===== src/rtl/vend_pkg.sv =====
// Shared types and constants for the multi-item vending controller.
package vend_pkg;

  typedef enum logic [1:0] {
    IDLE      = 2'd0,
    VEND      = 2'd1,
    CHG_PULSE = 2'd2,
    CHG_GAP   = 2'd3
  } state_t;

  localparam int unsigned MAX_ITEMS = 8;
  localparam int unsigned NICKEL    = 5;
  localparam int unsigned DIME      = 10;
  localparam int unsigned QUARTER   = 25;

  // One-hot of the lowest set bit of req (zero when nothing is requestable).
  function automatic logic [MAX_ITEMS-1:0] lowest_avail(input logic [MAX_ITEMS-1:0] req);
    return req & (~req + MAX_ITEMS'(1));
  endfunction

endpackage


===== src/rtl/vend_ctrl_multi_if.sv =====
// Coin/button front-end and dispenser-side signals of the vending controller.
interface vend_ctrl_multi_if #(
  parameter int NUM_ITEMS = 2,
  parameter int CREDIT_W  = 7
) ();
  logic                 ni;
  logic                 di;
  logic                 qu;
  logic [NUM_ITEMS-1:0] sel;
  logic                 cancel;
  logic [NUM_ITEMS-1:0] sold_out;
  logic [NUM_ITEMS-1:0] give;
  logic                 change;
  logic                 coin_reject;
  logic [CREDIT_W-1:0]  credit;
  logic                 busy;

  modport master (
    output ni, di, qu, sel, cancel, sold_out,
    input  give, change, coin_reject, credit, busy
  );

  modport slave (
    input  ni, di, qu, sel, cancel, sold_out,
    output give, change, coin_reject, credit, busy
  );
endinterface


===== src/rtl/vend_change_ctrl.sv =====
// Change payout sequencer: alternates one-cycle nickel pulses and gaps until credit is exhausted.
module vend_change_ctrl
  import vend_pkg::*;
#(
  parameter int CREDIT_W = 7
) (
  input  logic                CLK,
  input  logic                rst,
  input  logic                start,
  input  logic [CREDIT_W-1:0] credit,
  output logic                dec,
  output logic                change,
  output logic                done
);

  state_t phase, phase_nxt;

  always_ff @(posedge CLK) begin
    if (!rst) begin
      phase  <= IDLE;
      change <= 1'b0;
    end else begin
      phase  <= phase_nxt;
      change <= dec;
    end
  end

  always_comb begin
    phase_nxt = phase;
    case (phase)
      CHG_PULSE: phase_nxt = CHG_GAP;
      CHG_GAP:   phase_nxt = (credit != '0) ? CHG_PULSE : IDLE;
      default:   phase_nxt = start ? CHG_PULSE : IDLE;
    endcase
  end

  // A nickel leaves the credit register on every entry to the pulse phase.
  always_comb begin
    dec  = (phase_nxt == CHG_PULSE);
    done = (phase == CHG_GAP) && (credit == '0);
  end

endmodule


===== src/rtl/vend_ctrl_multi.sv =====
// Parametrised vending controller: coin credit, lowest-index item vend, nickel change/refund.
module vend_ctrl_multi
  import vend_pkg::*;
#(
  parameter int NUM_ITEMS = 2,
  parameter int PRICE     = 45,
  parameter int CREDIT_W  = 7
) (
  input  logic             CLK,
  input  logic             rst,
  vend_ctrl_multi_if.slave bus
);

  localparam logic [CREDIT_W-1:0] PRICE_C = CREDIT_W'(PRICE);

  state_t                 state, state_nxt;
  logic [CREDIT_W-1:0]    credit_q, credit_nxt, coin_val;
  logic [NUM_ITEMS-1:0]   give_q, give_nxt;
  logic                   reject_q, reject_nxt, busy_q;
  logic [MAX_ITEMS-1:0]   pick;
  logic                   coin_any, coin_accept, refund, can_buy;
  logic                   start, dec, done;

  assign pick     = lowest_avail(MAX_ITEMS'(bus.sel & ~bus.sold_out));
  assign coin_any = bus.ni | bus.di | bus.qu;
  assign refund   = (state == IDLE) && bus.cancel && (credit_q != '0);
  assign can_buy  = (state == IDLE) && !refund && (|pick) && (credit_q >= PRICE_C);
  // Button events win over a same-cycle coin, which is then bounced.
  assign coin_accept = coin_any && (state == IDLE) && !refund && !can_buy && (credit_q < PRICE_C);

  always_comb begin
    if (bus.qu)      coin_val = CREDIT_W'(QUARTER);
    else if (bus.di) coin_val = CREDIT_W'(DIME);
    else             coin_val = CREDIT_W'(NICKEL);
  end

  vend_change_ctrl #(.CREDIT_W(CREDIT_W)) u_change (
    .CLK    (CLK),
    .rst    (rst),
    .start  (start),
    .credit (credit_q),
    .dec    (dec),
    .change (bus.change),
    .done   (done)
  );

  always_ff @(posedge CLK) begin
    if (!rst) begin
      state    <= IDLE;
      credit_q <= '0;
      give_q   <= '0;
      reject_q <= 1'b0;
      busy_q   <= 1'b0;
    end else begin
      state    <= state_nxt;
      credit_q <= credit_nxt;
      give_q   <= give_nxt;
      reject_q <= reject_nxt;
      busy_q   <= (state_nxt != IDLE);
    end
  end

  always_comb begin
    state_nxt = state;
    start     = 1'b0;
    case (state)
      IDLE: begin
        if (refund) begin
          state_nxt = CHG_PULSE;
          start     = 1'b1;
        end else if (can_buy) begin
          state_nxt = VEND;
        end
      end
      VEND: begin
        if (credit_q != '0) begin
          state_nxt = CHG_PULSE;
          start     = 1'b1;
        end else begin
          state_nxt = IDLE;
        end
      end
      CHG_PULSE: state_nxt = CHG_GAP;
      CHG_GAP:   state_nxt = done ? IDLE : CHG_PULSE;
      default:   state_nxt = IDLE;
    endcase
  end

  always_comb begin
    credit_nxt = credit_q;
    give_nxt   = '0;
    reject_nxt = coin_any && !coin_accept;
    if (can_buy) begin
      credit_nxt = credit_q - PRICE_C;
      give_nxt   = pick[NUM_ITEMS-1:0];
    end else if (dec) begin
      credit_nxt = credit_q - CREDIT_W'(NICKEL);
    end else if (coin_accept) begin
      credit_nxt = credit_q + coin_val;
    end
  end

  assign bus.give        = give_q;
  assign bus.coin_reject = reject_q;
  assign bus.credit      = credit_q;
  assign bus.busy        = busy_q;

endmodule


===== src/flat_wrapper.sv =====
// flat-port wrapper written by rule: the top's interface ports become plain ports
module vend_ctrl_multi_flat import vend_pkg::*;
#(
  parameter int NUM_ITEMS = 2,
  parameter int PRICE     = 45,
  parameter int CREDIT_W  = 7
)
  (CLK, rst, bus_ni, bus_di, bus_qu, bus_sel, bus_cancel, bus_sold_out, bus_give, bus_change, bus_coin_reject, bus_credit, bus_busy);
  vend_ctrl_multi_if #(.NUM_ITEMS(NUM_ITEMS), .CREDIT_W(CREDIT_W)) bus_i ();
  input  logic CLK;
  input  logic rst;
  input wire logic [$bits(bus_i.ni)-1:0] bus_ni;
  input wire logic [$bits(bus_i.di)-1:0] bus_di;
  input wire logic [$bits(bus_i.qu)-1:0] bus_qu;
  input wire logic [$bits(bus_i.sel)-1:0] bus_sel;
  input wire logic [$bits(bus_i.cancel)-1:0] bus_cancel;
  input wire logic [$bits(bus_i.sold_out)-1:0] bus_sold_out;
  output wire logic [$bits(bus_i.give)-1:0] bus_give;
  output wire logic [$bits(bus_i.change)-1:0] bus_change;
  output wire logic [$bits(bus_i.coin_reject)-1:0] bus_coin_reject;
  output wire logic [$bits(bus_i.credit)-1:0] bus_credit;
  output wire logic [$bits(bus_i.busy)-1:0] bus_busy;
  assign bus_i.ni = bus_ni;
  assign bus_i.di = bus_di;
  assign bus_i.qu = bus_qu;
  assign bus_i.sel = bus_sel;
  assign bus_i.cancel = bus_cancel;
  assign bus_i.sold_out = bus_sold_out;
  assign bus_give = bus_i.give;
  assign bus_change = bus_i.change;
  assign bus_coin_reject = bus_i.coin_reject;
  assign bus_credit = bus_i.credit;
  assign bus_busy = bus_i.busy;
  vend_ctrl_multi #(.NUM_ITEMS(NUM_ITEMS), .PRICE(PRICE), .CREDIT_W(CREDIT_W)) u_core (.CLK(CLK), .rst(rst), .bus(bus_i));
endmodule

===== config.mk =====
export PLATFORM = sky130hd
export DESIGN_NAME = vend_ctrl_multi_flat
export DESIGN_NICKNAME = d
export VERILOG_FILES = /design/src/rtl/vend_pkg.sv /design/src/rtl/vend_ctrl_multi_if.sv /design/src/rtl/vend_change_ctrl.sv /design/src/rtl/vend_ctrl_multi.sv /design/src/flat_wrapper.sv
export SDC_FILE = /design/constraint.sdc
export NUM_CORES = 1
export LEC_CHECK = 0
export ABC_AREA = 1
export CAP_MARGIN = 20
export CORE_ASPECT_RATIO = 0.9
export CORE_MARGIN = 4
export CORE_UTILIZATION = 56
export CTS_CLUSTER_SIZE = 10
export DETAILED_ROUTE_END_ITERATION = 8
export GPL_ROUTABILITY_DRIVEN = 0
export PLACE_DENSITY = 0.86
export SETUP_SLACK_MARGIN = 0.5
export SYNTH_ARGS = -nofsm -noshare
export SYNTH_HDL_FRONTEND = slang
export SYNTH_SLANG_ARGS = --single-unit

===== constraint.sdc =====
create_clock -name CLK -period 6 [get_ports CLK]
set_clock_uncertainty 0.05 [all_clocks]
set_input_delay 1.5 -clock CLK [delete_from_list [all_inputs] [get_ports CLK]]
set_output_delay 1.5 -clock CLK [all_outputs]
set_load 0.01 [all_outputs]

# Yosys cells after proc, flatten, opt, wreduce, memory -nomap -nowiden
# Index checks and enable logic that the tools add are counted.
[word_totals]
reg_bits = 16
out_inout_bits = 12
word_cells = 61
input_bits = 10
[op_classes]
n_eq_ne = 6
muxes = 15
bitwise = 6
magnitude_cmp = 2
reduce_logical = 21
addsub = 4
[op_table]
columns = ["op", "n"]
rows = [
  ["two-way mux 7 bit", 4],
  ["logical AND 1 bit", 11],
  ["equality test 2 bit, second input constant", 5],
  ["two-way mux 2 bit", 5],
  ["adder 8 x 1 -> 8 bit, second input constant", 1],
  ["bitwise AND 2 x 8 -> 8 bit", 1],
  ["bitwise AND 8 bit", 1],
  ["NOT 2 -> 8 bit", 1],
  ["NOT 8 bit", 1],
  ["one-hot mux 2 bit (4 select lines)", 1],
  ["OR reduction 8 bit", 1],
  ["adder 7 bit", 1],
  [">= comparator 7 x 6 -> 1 bit, second input constant", 1],
  ["logical NOT 7 bit", 1],
  ["< comparator 7 x 6 -> 1 bit, second input constant", 1],
  ["nonzero test 7 bit", 1],
  ["subtractor 7 x 3 -> 7 bit, second input constant", 1],
  ["subtractor 7 x 6 -> 7 bit, second input constant", 1],
  ["two-way mux 4 bit", 1],
  ["one-hot mux 2 bit (2 select lines)", 1],
  ["logical NOT 1 bit", 3],
  ["nonzero test 3 bit", 1],
  ["equality test 2 x 1 -> 1 bit, second input constant", 1],
  ["logical NOT 2 bit", 1],
  ["5 further kinds", 7],
]

# Depth between registers and ports, before layout
[depth]
ltp_word = 14
mapped_depth = 19
mapped_depth_nobuf = 19

# By module
# Synthesis repeated with hierarchy kept, for this count alone.
[unflattened]
cells_unflattened = 213
area_unflattened_um2 = 1367.6
[modules_own_cells]
columns = ["module", "area_each_um2", "cells_each", "instances"]
rows = [
  ["vend_ctrl_multi", 1212.4, 192, 1],
  ["vend_change_ctrl", 155.1, 21, 1],
]

# Least setup slack after synthesis
# OpenSTA, ideal clock, no wires.
[synth_timing]
path_kind = "in2reg"
startpoint = "input bus_cancel"
endpoint = "register u_core.credit_q[4], in the netlist u_core.bus.credit[4]"
setup_ns = 0.115
setup_slack_ns = 2.713
cell_stages = 15
arrival_time_ns = 3.122
path_buffers = 0
cell_sequence = "nor2_1 -> nor2_1 -> o211ai_2 -> nand3_1 -> ha_1 -> inv_1 -> fa_1 -> nand3_1 -> nand3_1 -> xnor2_1 -> nand2_2 -> nand2_1 -> nand2_1 -> nand2_1 -> nor2_2"
[synth_via]
elab_chain_len = 10
elab_cells_between_ends = 18
[synth_lines]
columns = ["element", "line_no", "source"]
rows = [
  ["start: declaration", "flat_wrapper.sv:16", "input wire logic [$bits(bus_i.cancel)-1:0] bus_cancel;"],
  ["logical AND 1 bit (*) (2 in a row)", "vend_ctrl_multi.sv:26", "assign refund = (state == IDLE) && bus.cancel && (credit_q != '0);"],
  ["parallel branches: the longest is 8 deep, another holds two-way mux 7 bit", "n/a", ""],
  ["end signal: assignment", "vend_ctrl_multi.sv:56", "credit_q <= credit_nxt;"],
  ["end: declaration", "vend_ctrl_multi.sv:17", "logic [CREDIT_W-1:0] credit_q, credit_nxt, coin_val;"],
]
# Mark *: on every way between the ends.
# A chain may end at the register's enable or synchronous reset.

# Worst setup path after layout
# Same ends and word-level chain as after synthesis.

==> results.toml <==
[status]
run_status = "completed"

[clocking]
root_buffer = "clkbuf_4"
cts_tree = "built"
h-tree-depth = 1
clkLatencyLatePin_ns = 0.31
cts_setup_buffers = 0
clkTransAtPathRegs_ns = 0.12
numCtsBuffers = 3
ctsHoldBuffers = 0
cts_max_path_buffers = 2
cts_resized = 0
cts_sinks = 16

[placement]
place_ws_ns = 1.97
port_buffers = 21
dp_cells = 243
dp_hpwl_mm = 2.31

[timing]
rsz0062_at_grt = "no"
max_freq_mhz = 269
finalWorstSetupSlack_ns = 2.28
fin_crit_sh_pct = 62.0
setup_tns_ns = 0
period_needed_ns = 3.72
setup_viol = 0
finalHoldViolCount = 0
report.final.slew_viol_count = 0
worst_slew_pin_slew_ns = 0.466
relSlewSlack_pct = 68.9
worst_hold_slack_ns = 0.438

[synthesis]
yosys.area_share.simple_pct = 39.6
synth_edf_count = 0
synthFlopType = "dfxtp_1"
synth_most_common_cell = "nand2_1"
syn_inst = 199
yosysTopAreaCellShare_pct = 25.0
synth_top_family_by_area = "simple AND/OR/NAND/NOR gates"
synthAdderAreaFrac_pct = 10.3
synthXorXnorAreaFrac_pct = 2.73
ys_types = 28
synth_top_area_cell = "dfxtp_1"
synth_fp_nets = 219
synth-compound-area-share_pct = 10.6
synth.avg_cell_area_um2 = 6.45
synth_mux_area_share_pct = 0
syn_area_mm2 = 0.00128
synthTopCellsByArea = "dfxtp_1 (25%), nand2_1 (15%), nor2_1 (9.1%)"
yosysSeqAreaShare_pct = 25.0
async_reset_ff_share_pct = 0
synth_seq_cells = 16
yosys_warnings = 0
ys_top_cells_by_count = "nand2_1 (50), nor2_1 (31), inv_1 (30), dfxtp_1 (16), nand3_1 (11)"

[detailed_routing]
wl_per_cell_um = 12.2
wl_met2_mm = 1.40
vias = 1336
drtPass1Iterations = 5
drc_errors = 0
drt_wl_total_mm = 3.01
ant_nets = 0
routed.top_layer = "met4"
m1WireLength_mm = 1.25
viasPerCell = 5.41
drtIter0Drc = 62
wl_met3_um = 322

[power_and_ir_drop]
power_leakage_nw = 0.781
p_total_mw = 0.721
vdd_ir_drop_max_v = 0.000268
power_density_mw_per_mm2 = 472

[die]
start_util_pct = 58.8
dieWidth_um = 58.5
rows = 16
ioPinCount = 22
fp.dieArea_mm2 = 0.00312
die_height_um = 53.4
core-area_mm2 = 0.00218

[global_route]
grt_usage_pct = 21.8
first_global_vias = 1224
grt_max_degree = 13
grt_pass1_wl_mm = 5.23
antenna_found_initial = 0
overflow = 0

[layout]
synthToLayoutAreaGrowth_pct = 19.1
stdcell_count = 247
fill_cells = 181
n_antenna_cell = 0
drive_gt1_share_pct = 9.09
final_nets = 241

[critical_path]
required_ns = 6.17
cp-end-kind = "register"
cp.arrival_ns = 3.89
crit_type = "primary input to register"
start_kind = "primary input"
worst-path-max-fanout = 10

[job]
maxCapViolCount = 0

[hold_path]
hp-class = "register to register"
-- worst max-delay path, cell delays in order --
cell	delay (ns)
clkdlybuf4s50_1	0.51
nor2_1	0.05
nor2_1	0.15
o211ai_2	0.22
nand3_1	0.14
ha_1	0.15
inv_1	0.07
fa_1	0.45
nand3_1	0.10
nand3_1	0.08
xnor2_1	0.17
nand2_2	0.06
nand2_1	0.07
nand2_1	0.05
nand2_1	0.08
nor2_2	0.04
-- cell usage in the layout, fill, tap and decap left out, drive strengths merged --
master	instances
a21oi	10
nor3b	1
or2	1
o211ai	3
nor2	36
a31oi	1
nand2	51
clkdlybuf4s50	21
nand4	6
ha	9
nand3	15
inv	31
xnor2	2
nor3	1
o21ai	9
xor2	2
dfxtp	16
clkbuf	4
fa	1
-- sequential cells by signal, summed over array words and instances (netlist names) --
name,flops
u_core.bus.credit,7
u_core.bus.busy,1
u_core.u_change.change,1
u_core.state,2
u_core.u_change.phase,2
u_core.bus.give,2
u_core.bus.coin_reject,1
-- per-stage QoR --
step	utilization, %	cell area, µm²
after floorplan	-	1280
after global placement	68.4	1490
after detailed placement	68.4	1490
after CTS	70.1	1530
after global routing	70.1	1530
final	70.1	1530
-- area by class of cell --
class | instances | area (µm²) | area share [%]
clock buffer | 4 | 36.3 | 2.37
inverter | 31 | 116 | 7.61
multi-input combinational | 148 | 812 | 53.1
sequential | 16 | 320 | 20.9
tap | 27 | 33.8 | 2.21
timing repair buffer | 21 | 210 | 13.7
-- cell families (layout without fill, tap and decap cells) --
group / after synthesis / count (layout)
AND/OR/NAND/NOR: 111 / 111
buffers and inverters: 35 / 56
AO/OA/AOI/OAI: 23 / 23
flip-flops: 16 / 16
adder cells (fa/ha/maj): 10 / 10
XOR/XNOR: 4 / 4
-- worst paths after layout --
check	from	to	slack, ns	cells after the start
worst max-delay path	bus_cancel	u_core.bus.credit[4]	2.28	16
worst min-delay path	u_core.u_change.phase[1]	u_core.u_change.phase[1]	0.44	2
worst max register to register	u_core.bus.credit[1]	u_core.bus.credit[4]	3.16	18
worst min register to register	u_core.u_change.phase[1]	u_core.u_change.phase[1]	0.44	2
-- where the power goes --
| part | leakage (nW) | total (mW) | switching [mW] | internal (mW) |
|---|---|---|---|---|
| clock network | 0.0210 | 0.0771 | 0.0401 | 0.0371 |
| registers | 0.132 | 0.183 | 0.0461 | 0.137 |
| logic | 0.628 | 0.461 | 0.269 | 0.191 |
| total | 0.781 | 0.721 | 0.355 | 0.366 |
-- routing by layer --
layer	global-route usage, %	vias up
met5	0	-
met4	7.34	0
met3	5.85	12
met2	36.8	62
met1	26.7	589
li1	-	673
Power figures use the tool's default switching activity.
